--- config.mk ---
export PLATFORM = sky130hd
export DESIGN_NAME = reg_operand_fetch
export DESIGN_NICKNAME = d
export VERILOG_FILES = /design/src/rtl/reg_operand_fetch.sv
export SDC_FILE = /design/constraint.sdc
export NUM_CORES = 1
export LEC_CHECK = 0
export ABC_AREA = 1
export CAP_MARGIN = 25
export CORE_MARGIN = 2
export CORE_UTILIZATION = 25
export DETAILED_ROUTE_END_ITERATION = 6
export PLACE_DENSITY = 0.58
export SLEW_MARGIN = 20
export SYNTH_ARGS = -nofsm -noshare
export SYNTH_HDL_FRONTEND = slang
export SYNTH_SLANG_ARGS = --single-unit
--- constraint.sdc ---
create_clock -name clk -period 2.2 [get_ports clk]
set_input_delay 0.33 -clock clk [delete_from_list [all_inputs] [get_ports clk]]
set_output_delay 0.33 -clock clk [all_outputs]
set_load 0.01 [all_outputs]
--- src/rtl/reg_operand_fetch.sv ---
// reg_operand_fetch: register-file initiator between decode and execute. Reads
//   rs1/rs2 for one instruction at a time, hands the operands to execute, drives
//   writebacks, and keeps a per-register pending scoreboard for RAW/WAW stalls.
// Latency: accept edge E0 -> op_valid high after E1; peak 1 instruction / 3 cycles.
// Backpressure: issue_ready low on hazard or while busy; op_* hold until op_ready;
//   the writeback port never stalls (wb_ready tied high).
// Ports: issue_* decode side, op_* execute side, wb_* writeback requests,
//   rf_* register file read/write port, sb_pending/wb_err scoreboard status.
module reg_operand_fetch #(
  parameter int DATA_WIDTH = 16,
  parameter int REG_COUNT  = 32,
  parameter int REG_SIZE   = $clog2(REG_COUNT)
) (
  input  logic                  clk,
  input  logic                  rstN,
  input  logic                  issue_valid,
  output logic                  issue_ready,
  input  logic [REG_SIZE-1:0]   issue_rs1,
  input  logic [REG_SIZE-1:0]   issue_rs2,
  input  logic [REG_SIZE-1:0]   issue_rd,
  input  logic                  issue_rd_wr,
  output logic                  op_valid,
  input  logic                  op_ready,
  output logic [DATA_WIDTH-1:0] op_a,
  output logic [DATA_WIDTH-1:0] op_b,
  output logic [REG_SIZE-1:0]   op_rd,
  input  logic                  wb_valid,
  output logic                  wb_ready,
  input  logic [REG_SIZE-1:0]   wb_rd,
  input  logic [DATA_WIDTH-1:0] wb_data,
  output logic [REG_SIZE-1:0]   rf_rs1,
  output logic [REG_SIZE-1:0]   rf_rs2,
  input  logic [DATA_WIDTH-1:0] rf_regA,
  input  logic [DATA_WIDTH-1:0] rf_regB,
  output logic                  rf_wen,
  output logic [REG_SIZE-1:0]   rf_rd,
  output logic [DATA_WIDTH-1:0] rf_data_in,
  output logic [REG_COUNT-1:0]  sb_pending,
  output logic                  wb_err
);

  typedef enum logic [1:0] {IDLE, READ, HOLD} state_t;

  state_t               state, state_nxt;
  logic [REG_SIZE-1:0]  rs1_q, rs2_q, rd_q;
  logic                 hazard;
  logic                 accept;
  logic                 wb_live;
  logic                 clr_vld;
  logic [REG_SIZE-1:0]  clr_rd;
  logic [REG_COUNT-1:0] sb_nxt;

  // Writeback goes straight through to the register file; r0 writes are dropped.
  assign wb_live    = wb_valid && (wb_rd != '0);
  assign wb_ready   = 1'b1;
  assign rf_wen     = wb_live;
  assign rf_rd      = wb_rd;
  assign rf_data_in = wb_data;

  // r0 is never pending. A register whose clear is still in its settle cycle is
  // still marked pending, so dependent issues naturally stall for that cycle.
  assign hazard = ((issue_rs1 != '0) && sb_pending[issue_rs1]) ||
                  ((issue_rs2 != '0) && sb_pending[issue_rs2]) ||
                  (issue_rd_wr && (issue_rd != '0) && sb_pending[issue_rd]);

  assign accept = (state == IDLE) && issue_valid && !hazard;

  always_comb begin
    state_nxt   = state;
    issue_ready = 1'b0;
    rf_rs1      = rs1_q;
    rf_rs2      = rs2_q;
    case (state)
      IDLE: begin
        // Present the incoming indices so read data is ready during READ.
        rf_rs1      = issue_rs1;
        rf_rs2      = issue_rs2;
        issue_ready = !hazard;
        if (issue_valid && !hazard) state_nxt = READ;
      end
      READ:    state_nxt = HOLD;
      HOLD:    if (op_ready) state_nxt = IDLE;
      default: state_nxt = IDLE;
    endcase
  end

  always_ff @(posedge clk or negedge rstN) begin
    if (!rstN) state <= IDLE;
    else       state <= state_nxt;
  end

  always_ff @(posedge clk or negedge rstN) begin
    if (!rstN) begin
      rs1_q    <= '0;
      rs2_q    <= '0;
      rd_q     <= '0;
      op_valid <= 1'b0;
      op_a     <= '0;
      op_b     <= '0;
      op_rd    <= '0;
    end else begin
      if (accept) begin
        rs1_q <= issue_rs1;
        rs2_q <= issue_rs2;
        rd_q  <= issue_rd;
      end
      if (state == READ) begin
        op_a     <= rf_regA;
        op_b     <= rf_regB;
        op_rd    <= rd_q;
        op_valid <= 1'b1;
      end else if ((state == HOLD) && op_ready) begin
        op_valid <= 1'b0;
      end
    end
  end

  // Clear is delayed one cycle behind rf_wen to cover the register file's
  // commit latency. WAW stalling guarantees a set and clear never hit the same bit.
  always_comb begin
    sb_nxt = sb_pending;
    if (clr_vld) sb_nxt[clr_rd] = 1'b0;
    if (accept && issue_rd_wr && (issue_rd != '0)) sb_nxt[issue_rd] = 1'b1;
  end

  always_ff @(posedge clk or negedge rstN) begin
    if (!rstN) begin
      sb_pending <= '0;
      clr_vld    <= 1'b0;
      clr_rd     <= '0;
      wb_err     <= 1'b0;
    end else begin
      sb_pending <= sb_nxt;
      clr_vld    <= wb_live;
      clr_rd     <= wb_rd;
      if (wb_live && !sb_pending[wb_rd]) wb_err <= 1'b1;
    end
  end

endmodule

==> impl_metrics.ini, run 1 <==
[detailed_routing]
drt_iter0_drc = 602
via_per_inst = 4.72
wl_per_cell_um = 16.1
dr.max_layer_used = met4
drt-pass1-iter-count = 5
drc = 0
vias = 6208
wl_um = 21200
wl_met3_um = 1830
wl_met1_um = 9820
drtAntennaViolNets = 0
route.met2.wl_um = 9290

[clock_tree]
clk_pin_slew_worst_paths_ns = 0.07
cts_htree_levels = 3
cts_buffer_depth = 2
cts_buffers = 9
clock-sinks = 94
insertion_delay_ns = 0.36
cts_tree = built
clockRootBuffer = clkbuf_16

[grt]
grt_pass1_wl_um = 33300
grt_overflow = 0
grt_pass1_vias = 5945
antenna_found_initial = 0
grt.total_usage_pct = 17.8
grt_start_max_net_pins = 48

[timing]
hold_violations = 0
period_share_pct = 95.0
setup_viol_count_final = 0
setup-tns-final_ns = 0
finalClockSkew_ns = 0.0150
clock.fmax_ghz = 0.479
maxSlewViolCount = 0
rsz0062_at_grt = yes
layout_min_cycle_time_ns = 2.09

[floorplanning]
io_pins = 179
die-width_um = 154
initial_utilization_pct = 25.5
core_sq_um = 21900
rows = 54
dieArea_sq_um = 23600
die_h_um = 154

[yosys]
synth_seq_cells = 94
syn_nets = 890
synthCells = 816
yosysWarnings = 0
synthDistinctLibCells = 26
syn-cell-area_sq_um = 5590
avgSynthCellArea_sq_um = 6.85
seq_area_frac_synth_pct = 42.1

[min_path]
hp-class = in2reg

[cells_and_area]
num_antenna_cells = 0
drive_above_1_share_pct = 17.3
layout_commonest_cell = nand2_1
syn_to_final_growth_pct = 50.7
fin_util_pct = 38.5
final_nets = 1105
final_cell_mix = nand2_1, clkdlybuf4s50_1, buf_4

[worst_setup_path]
path_cells = inv_2 -> nand2_1 -> o211ai_1 -> nand2_1 -> nand2_1 -> nand2_1 -> inv_1 -> nand2_1 -> nand2_1 -> nand3_2 -> nor3_2 -> buf_4
end_kind = output port
cp-start-kind = register
crit_type = reg2out
slowest_stage = dfrtp_1
max_stage_delay_ns = 0.42
cp_common_cell = nand2_1
cp.arrival_ns = 1.76
cp_max_fo = 3
required_ns = 1.87

[power]
total_power_mw = 7.88
ir_drop_mv = 0.374
p_leak_nw = 4.16
power_density_nw_per_um2 = 935

[status]
status = complete, no violations

[run]
drv_cap = 0

[placement]
place_congestion = 0.880
hpwlAfterDp_um = 15700
port_buffers = 145
## per-layer routing
layer,up-vias,global-route usage [%]
li1,3049,-
met1,2849,25.3
met2,286,27.4
met3,24,4.51
met4,0,4.15
met5,-,0
## synth_stat cells, drive strengths merged
| cell | n | area share (%) |
|---|---|---|
| o211ai | 11 | 1.5 |
| nand4 | 32 | 3.6 |
| dfrtp | 94 | 42 |
| clkbuf | 16 | 1.1 |
| o221ai | 2 | 0.31 |
| o21ai | 79 | 7.1 |
| a21oi | 24 | 2.1 |
| o21a | 1 | 0.13 |
| conb | 1 | 0.067 |
| inv | 57 | 3.8 |
| o21bai | 1 | 0.13 |
| nor3 | 10 | 0.90 |
| clkinv | 2 | 0.13 |
| buf | 45 | 6.0 |
| nor2 | 55 | 3.7 |
| nand2 | 335 | 23 |
| a31oi | 2 | 0.22 |
| nand3 | 49 | 4.5 |
## cells by family after synthesis
logic type | synth area share [%]
AOI/OAI and AO/OA | 11.5
buffers and inverters | 11.1
other | 0.0671
DFF | 42.1
and+or+nand+nor | 35.3
## path summary, 6_finish.rpt
kind	startpoint	end	slack, ns	cells after the start
worst max-delay path	sb_pending[1]	issue_ready	0.11	12
worst min-delay path	issue_rs1[0]	rs1_q[0]	0.32	3
worst max register to register	sb_pending[1]	sb_pending[30]	0.19	16
worst min register to register	rd_q[0]	rd_q[0]	0.47	2
max in group asynchronous	rstN	op_a[3]	1.18	3
min in group asynchronous	rstN	op_a[10]	0.43	2
## report_power, final
part | internal (mW) | total, mW | switching (mW)
clock network | 0.928 | 1.65 | 0.721
registers | 2.36 | 2.81 | 0.450
logic | 1.78 | 3.42 | 1.64
## flip-flops by register name, indices dropped and copies added, names as in the netlist
register and cells:
clr_rd 5, clr_vld 1, op_b 16, op_rd 5, state 2, rs2_q 5
wb_err 1, op_a 16, op_valid 1, rd_q 5, rs1_q 5, sb_pending 32
## repair_timing
item	4_1_cts	5_1_grt
endpoints found under the setup margin	24	51
hold buffers	1	0
setup buffers	1	6
endpoints found under the hold margin	23	0
resized for setup	19	55
cloned	0	1
pin swaps	1	7
## cell type report
class	instances	area (sq um)
multi-input combinational	602	2680
fill	2297	13500
timing repair buffer	265	2490
clock buffer	11	243
clock inverter	5	66.3
tap	280	350
sequential	94	2360
inverter	59	230
## critical path: cells and delay by family, from the launching register on
kind	cells	cell delay (ns)
and+or+nand+nor	8	0.56
DFF	1	0.42
buffers and inverters	3	0.34
AOI/OAI and AO/OA	1	0.08
## metrics by stage
step | cells | area, sq um | hold WS [ns] | worst slack [ns]
final | 1316 | 8430 | 0.322 | 0.110
after global routing | 1316 | 8430 | 0.349 | -0.0129
after CTS | 1309 | 8250 | 0.442 | -0.234
after detailed placement | 1291 | 7920 | 0.264 | -0.592
after global placement | 1291 | 7920 | 0.265 | -0.580
after floorplan | 816 | 5590 | 0.0344 | 0.456
Note: power is estimated with default switching activity, not from simulation.
==> inputs of run 2 (changes only) <==
--- a/config.mk
+++ b/config.mk
@@ -10,7 +10,6 @@
 export CORE_MARGIN = 2
 export CORE_UTILIZATION = 25
 export DETAILED_ROUTE_END_ITERATION = 6
-export PLACE_DENSITY = 0.58
 export SLEW_MARGIN = 20
 export SYNTH_ARGS = -nofsm -noshare
 export SYNTH_HDL_FRONTEND = slang
==> run 2 against run 1 <==
Non-clock buffer count down 13; clock skew shrank 0.0037 ns; global-route usage grew 0.36 points; fmax is 2.0% lower; hold slack better by 0.11 ns; critical endpoint unchanged; worst setup slack worse by 0.042 ns; routed wire length grew 2.5%.
==> impl_metrics.ini, run 2 (synthesis results as in run 1) <==
[status]
status = complete, no violations

[cells_and_area]
drive_above_1_share_pct = 16.8
largest_register_ffs = 32
reg_top3 = sb_pending x32, op_a x16, op_b x16
final_cell_mix = nand2_1, clkdlybuf4s50_1, buf_4
regArea_sq_um = 2370
postLayoutCellArea_sq_um = 8330
layout_commonest_cell = nand2_1
fillers = 2285
multiInputGateArea_sq_um = 2700
num_antenna_cells = 0
fin_util_pct = 38.1
syn_to_final_growth_pct = 49.0
regMostFlops = sb_pending
final_nets = 1092

[power]
power.internal_mw = 4.91
clock_power_share_pct = 20.0
sw_frac_of_total_pct = 37.0
pwr-share-seq_pct = 36.6
power_density_nw_per_um2 = 935
comb_power_share_pct = 43.4
p_leak_nw = 4.05
p_sw_mw = 2.89
ir_drop_mv = 0.398

[clock_tree]
cts_tree = built
cts_buffer_depth = 2
cts_buffers = 9
clock-sinks = 94
cts_htree_levels = 3
insertion_delay_ns = 0.36
clockRootBuffer = clkbuf_16
clk_pin_slew_worst_paths_ns = 0.07

[timing]
maxSlewViolCount = 0
clock.fmax_ghz = 0.469
finalClockSkew_ns = 0.0113
period_share_pct = 96.9
hold_violations = 0
relSlewSlack_pct = 63.8
rsz0062_at_grt = yes
fin_ws_ns = 0.0681
setup_viol_count_final = 0
setup-tns-final_ns = 0
worstMarginPinSlew_ns = 0.543
layout_min_cycle_time_ns = 2.13

[detailed_routing]
drt_iter0_drc = 613
wl_um = 21700
via_per_inst = 4.73
drtAntennaViolNets = 0
vias = 6162
drt-pass1-iter-count = 6
drc = 0
wl_per_cell_um = 16.7

[floorplanning]
io_pins = 179
dieArea_sq_um = 23600
die_h_um = 154
core_sq_um = 21900
initial_utilization_pct = 25.5
die-width_um = 154
rows = 54

[worst_setup_path]
required_ns = 1.87
crit_type = reg2out
cp.arrival_ns = 1.80
cp_max_fo = 3
cp-start-kind = register
end_kind = output port

[grt]
grt_overflow = 0
grt_start_max_net_pins = 40
grt_pass1_wl_um = 33700
grt.total_usage_pct = 18.2
met1_usage_pct = 25.9
gr-max-usage-layer = met2
grt_pass1_vias = 5875
antenna_found_initial = 0
grt_util_met2_pct = 28.0
use_met3_pct = 4.40

[placement]
port_buffers = 145
place_congestion = 0.948
hpwlAfterDp_um = 16100
place_area_sq_um = 7860
place_ws_ns = -0.635

[run]
drv_cap = 0

[min_path]
hp-class = in2reg
## run 2: cell types whose count changed in the layout (fill, tap and decap cells not counted), moves of 3 or more
cell             previous run  this run
buf_4                     108        93
clkdlybuf4s50_1           124       127
inv_6                       1         4
nor3_1                      5         2
## run 2: worst paths after layout
kind | endpoint | slack, ns | start | cells past startpoint
worst min-delay path | rd_q[4] | 0.43 | issue_rd[4] | 4
worst min register to register | op_a[14] | 0.47 | op_a[14] | 2
worst max register to register | sb_pending[21] | 0.19 | sb_pending[23] | 15
max in group asynchronous | op_b[13] | 1.04 | rstN | 3
worst max-delay path | issue_ready | 0.07 | sb_pending[15] | 10
min in group asynchronous | op_a[13] | 0.48 | rstN | 2
## run 2: critical path, cell delays in order, from the launching register on
cell,delay (ns)
dfrtp_1,0.45
inv_2,0.13
nand2_1,0.06
o211ai_1,0.08
nand3_1,0.10
nand3_1,0.09
nand2_1,0.06
nand2_1,0.08
nand2_2,0.07
nor3_2,0.16
buf_2,0.17
## run 2: layer usage
layer,share of wire (%),wire [um],vias up
met2,43,9390,342
met5,0,0,-
met4,1.8,398,0
met3,9.6,2090,31
met1,45,9860,2768
li1,-,-,3021
## run 2: layout make-up
cell class / instances / share of cell area, %
clock buffer: 9 / 2.70
tap: 280 / 4.21
timing repair buffer: 252 / 28.7
multi-input combinational: 602 / 32.5
inverter: 59 / 2.82
clock inverter: 7 / 0.721
sequential: 94 / 28.4
## run 2: per-stage QoR
| step | total power, mW | instances | hold WS [ns] |
|---|---|---|---|
| after floorplan | 4.09 | 816 | 0.0344 |
| after global placement | 6.18 | 1282 | 0.321 |
| after detailed placement | 6.22 | 1282 | 0.319 |
| after CTS | 7.78 | 1299 | 0.477 |
| after global routing | 8.31 | 1303 | 0.444 |
| final | 7.79 | 1303 | 0.428 |
## run 2: repair_timing
| item | in CTS | in global routing |
|---|---|---|
| setup buffers | 0 | 2 |
| gates resized for setup | 18 | 53 |
| hold buffers | 1 | 0 |
| endpoints found under the hold margin | 32 | 0 |
| pin swaps | 0 | 2 |
| endpoints found under the setup margin | 17 | 52 |
| gates cloned | 0 | 2 |
## run 2: power by group through the flow
stage / clock, mW / sequential (mW) / combinational [mW]
final: 1.56 / 2.85 / 3.38
after global routing: 1.67 / 2.93 / 3.71
after CTS: 1.59 / 2.82 / 3.37
after detailed placement: 0 / 2.85 / 3.37
after global placement: 0 / 2.84 / 3.34
after floorplan: 0 / 2.99 / 1.10
==> inputs of run 3 (changes only) <==
--- a/config.mk
+++ b/config.mk
@@ -7,7 +7,7 @@
 export LEC_CHECK = 0
 export ABC_AREA = 1
 export CAP_MARGIN = 25
-export CORE_MARGIN = 2
+export CORE_MARGIN = 5
 export CORE_UTILIZATION = 25
 export DETAILED_ROUTE_END_ITERATION = 6
 export SLEW_MARGIN = 20
==> run 3 against run 2 <==
Flip-flop and latch count is the same; final area decreased by 0.48%; power is 0.70% lower; global-route usage fell by 1.9 points; critical path type unchanged; critical endpoint unchanged; largest cell class unchanged.
==> impl_metrics.ini, run 3 (synthesis results as in run 1) <==
[cells_and_area]
reg_top3 = sb_pending x32, op_a x16, op_b x16
regMostFlops = sb_pending
fin_util_pct = 37.9
final_nets = 1095
syn_to_final_growth_pct = 48.3
fillers = 2288
largest_register_ffs = 32
layout_commonest_cell = nand2_1
drive_above_1_share_pct = 15.5
num_antenna_cells = 0
final_cells = 1306
final_cell_mix = nand2_1, clkdlybuf4s50_1, buf_4

[timing]
maxSlewViolCount = 0
layout_min_cycle_time_ns = 2.12
setup_viol_count_final = 0
fin_hold_ws_ns = 0.432
rsz0062_at_grt = yes
clock.fmax_ghz = 0.471
finalClockSkew_ns = 0.00571
hold_violations = 0
period_share_pct = 96.5
setup-tns-final_ns = 0

[floorplanning]
initial_utilization_pct = 25.5
die_h_um = 160
dieArea_sq_um = 25400
core_sq_um = 21900
io_pins = 179
die-width_um = 160
rows = 54

[placement]
port_buffers = 145
hpwlAfterDp_um = 16100
place_congestion = 0.893
dpl.cell_count = 1281

[clock_tree]
clock-sinks = 94
cts_buffer_depth = 2
clk_pin_slew_worst_paths_ns = 0.07
cts_tree = built
cts_buffers = 9
cts_htree_levels = 3
insertion_delay_ns = 0.36
clockRootBuffer = clkbuf_16

[detailed_routing]
wl_met1_um = 9970
drt-pass1-iter-count = 6
vias = 6282
drtAntennaViolNets = 0
drc = 0
wl_met3_um = 2160
dr.max_layer_used = met4
via_per_inst = 4.81
drt_iter0_drc = 686
route.met2.wl_um = 9510
wl_per_cell_um = 16.8
wl_um = 21900

[grt]
grt.total_usage_pct = 16.3
grt_pass1_wl_um = 33700
antenna_found_initial = 0
grt_start_max_net_pins = 40
grt_pass1_vias = 5865
grt_overflow = 0

[worst_setup_path]
cp_max_fo = 6
cp.arrival_ns = 1.79
end_kind = output port
cp-start-kind = register
required_ns = 1.87
crit_type = reg2out

[power]
power_density_nw_per_um2 = 933
ir_drop_mv = 0.440
p_leak_nw = 4.07
total_power_mw = 7.74

[run]
drv_cap = 0

[status]
status = complete, no violations

[min_path]
hp-class = in2reg
-- run 3: cell types whose count changed in the layout (fill, tap and decap cells not counted), moves of 4 or more --
cell / before / now
nor3_2: 4 / 8
inv_1: 39 / 45
nor3_4: 4 / 0
dfrtp_1: 83 / 92
dfrtp_2: 11 / 2
-- run 3: path summary, 6_finish.rpt --
kind	from	endpoint	slack (ns)	cells past startpoint
worst max-delay path	sb_pending[4]	issue_ready	0.08	12
worst min-delay path	issue_rs2[1]	rs2_q[1]	0.43	4
worst max register to register	sb_pending[31]	sb_pending[4]	0.16	13
worst min register to register	op_b[4]	op_b[4]	0.47	2
max in group asynchronous	rstN	op_b[11]	1.07	3
min in group asynchronous	rstN	op_a[14]	0.45	2
-- run 3: power by group --
| part | total (mW) | switching (mW) | internal (mW) |
|---|---|---|---|
| sequential | 2.84 | 0.487 | 2.35 |
| clock | 1.54 | 0.744 | 0.793 |
| combinational | 3.36 | 1.62 | 1.74 |
-- run 3: what timing repair did --
action                     in CTS  in global routing
buffers inserted                0                  3
hold endpoints to repair       29                  0
gates cloned                    2                  3
setup endpoints to repair       7                 53
gates resized for setup        25                 31
pin swaps                       0                  1
hold buffers                    1                  0
-- run 3: per-stage QoR --
stage / cell area [sq um] / setup WS [ns]
global route: 8290 / -0.0657
detailed placement: 7830 / -0.627
finish: 8290 / 0.0778
global placement: 7830 / -0.586
CTS: 8160 / -0.140
floorplan: 5590 / 0.456
-- run 3: worst max-delay path: stages, from the launching register on --
cell and delay [ns]:
dfrtp_1 0.47, nand2_1 0.10, nand2_1 0.05, nand2_1 0.05, nand2_1 0.05, nand2_1 0.05, nand2_1 0.06, nor2_1 0.10
nand2_1 0.06, nand2_2 0.08, nand3_2 0.09, nor3_2 0.10, buf_2 0.17
-- run 3: metal layers --
layer,track usage [%],vias up
met4,3.18,0
met2,24.3,345
met1,23.7,2882
met5,0,-
met3,4.66,29
li1,-,3026
-- run 3: final cells by class --
cell class / count / area [sq um] / area share [%]
clock buffer: 9 / 225 / 2.72
clock inverter: 7 / 62.6 / 0.755
inverter: 59 / 224 / 2.70
multi-input combinational: 602 / 2670 / 32.2
sequential: 94 / 2350 / 28.4
tap: 280 / 350 / 4.23
timing repair buffer: 254 / 2400 / 28.9
timing repair inverter: 1 / 7.51 / 0.0906
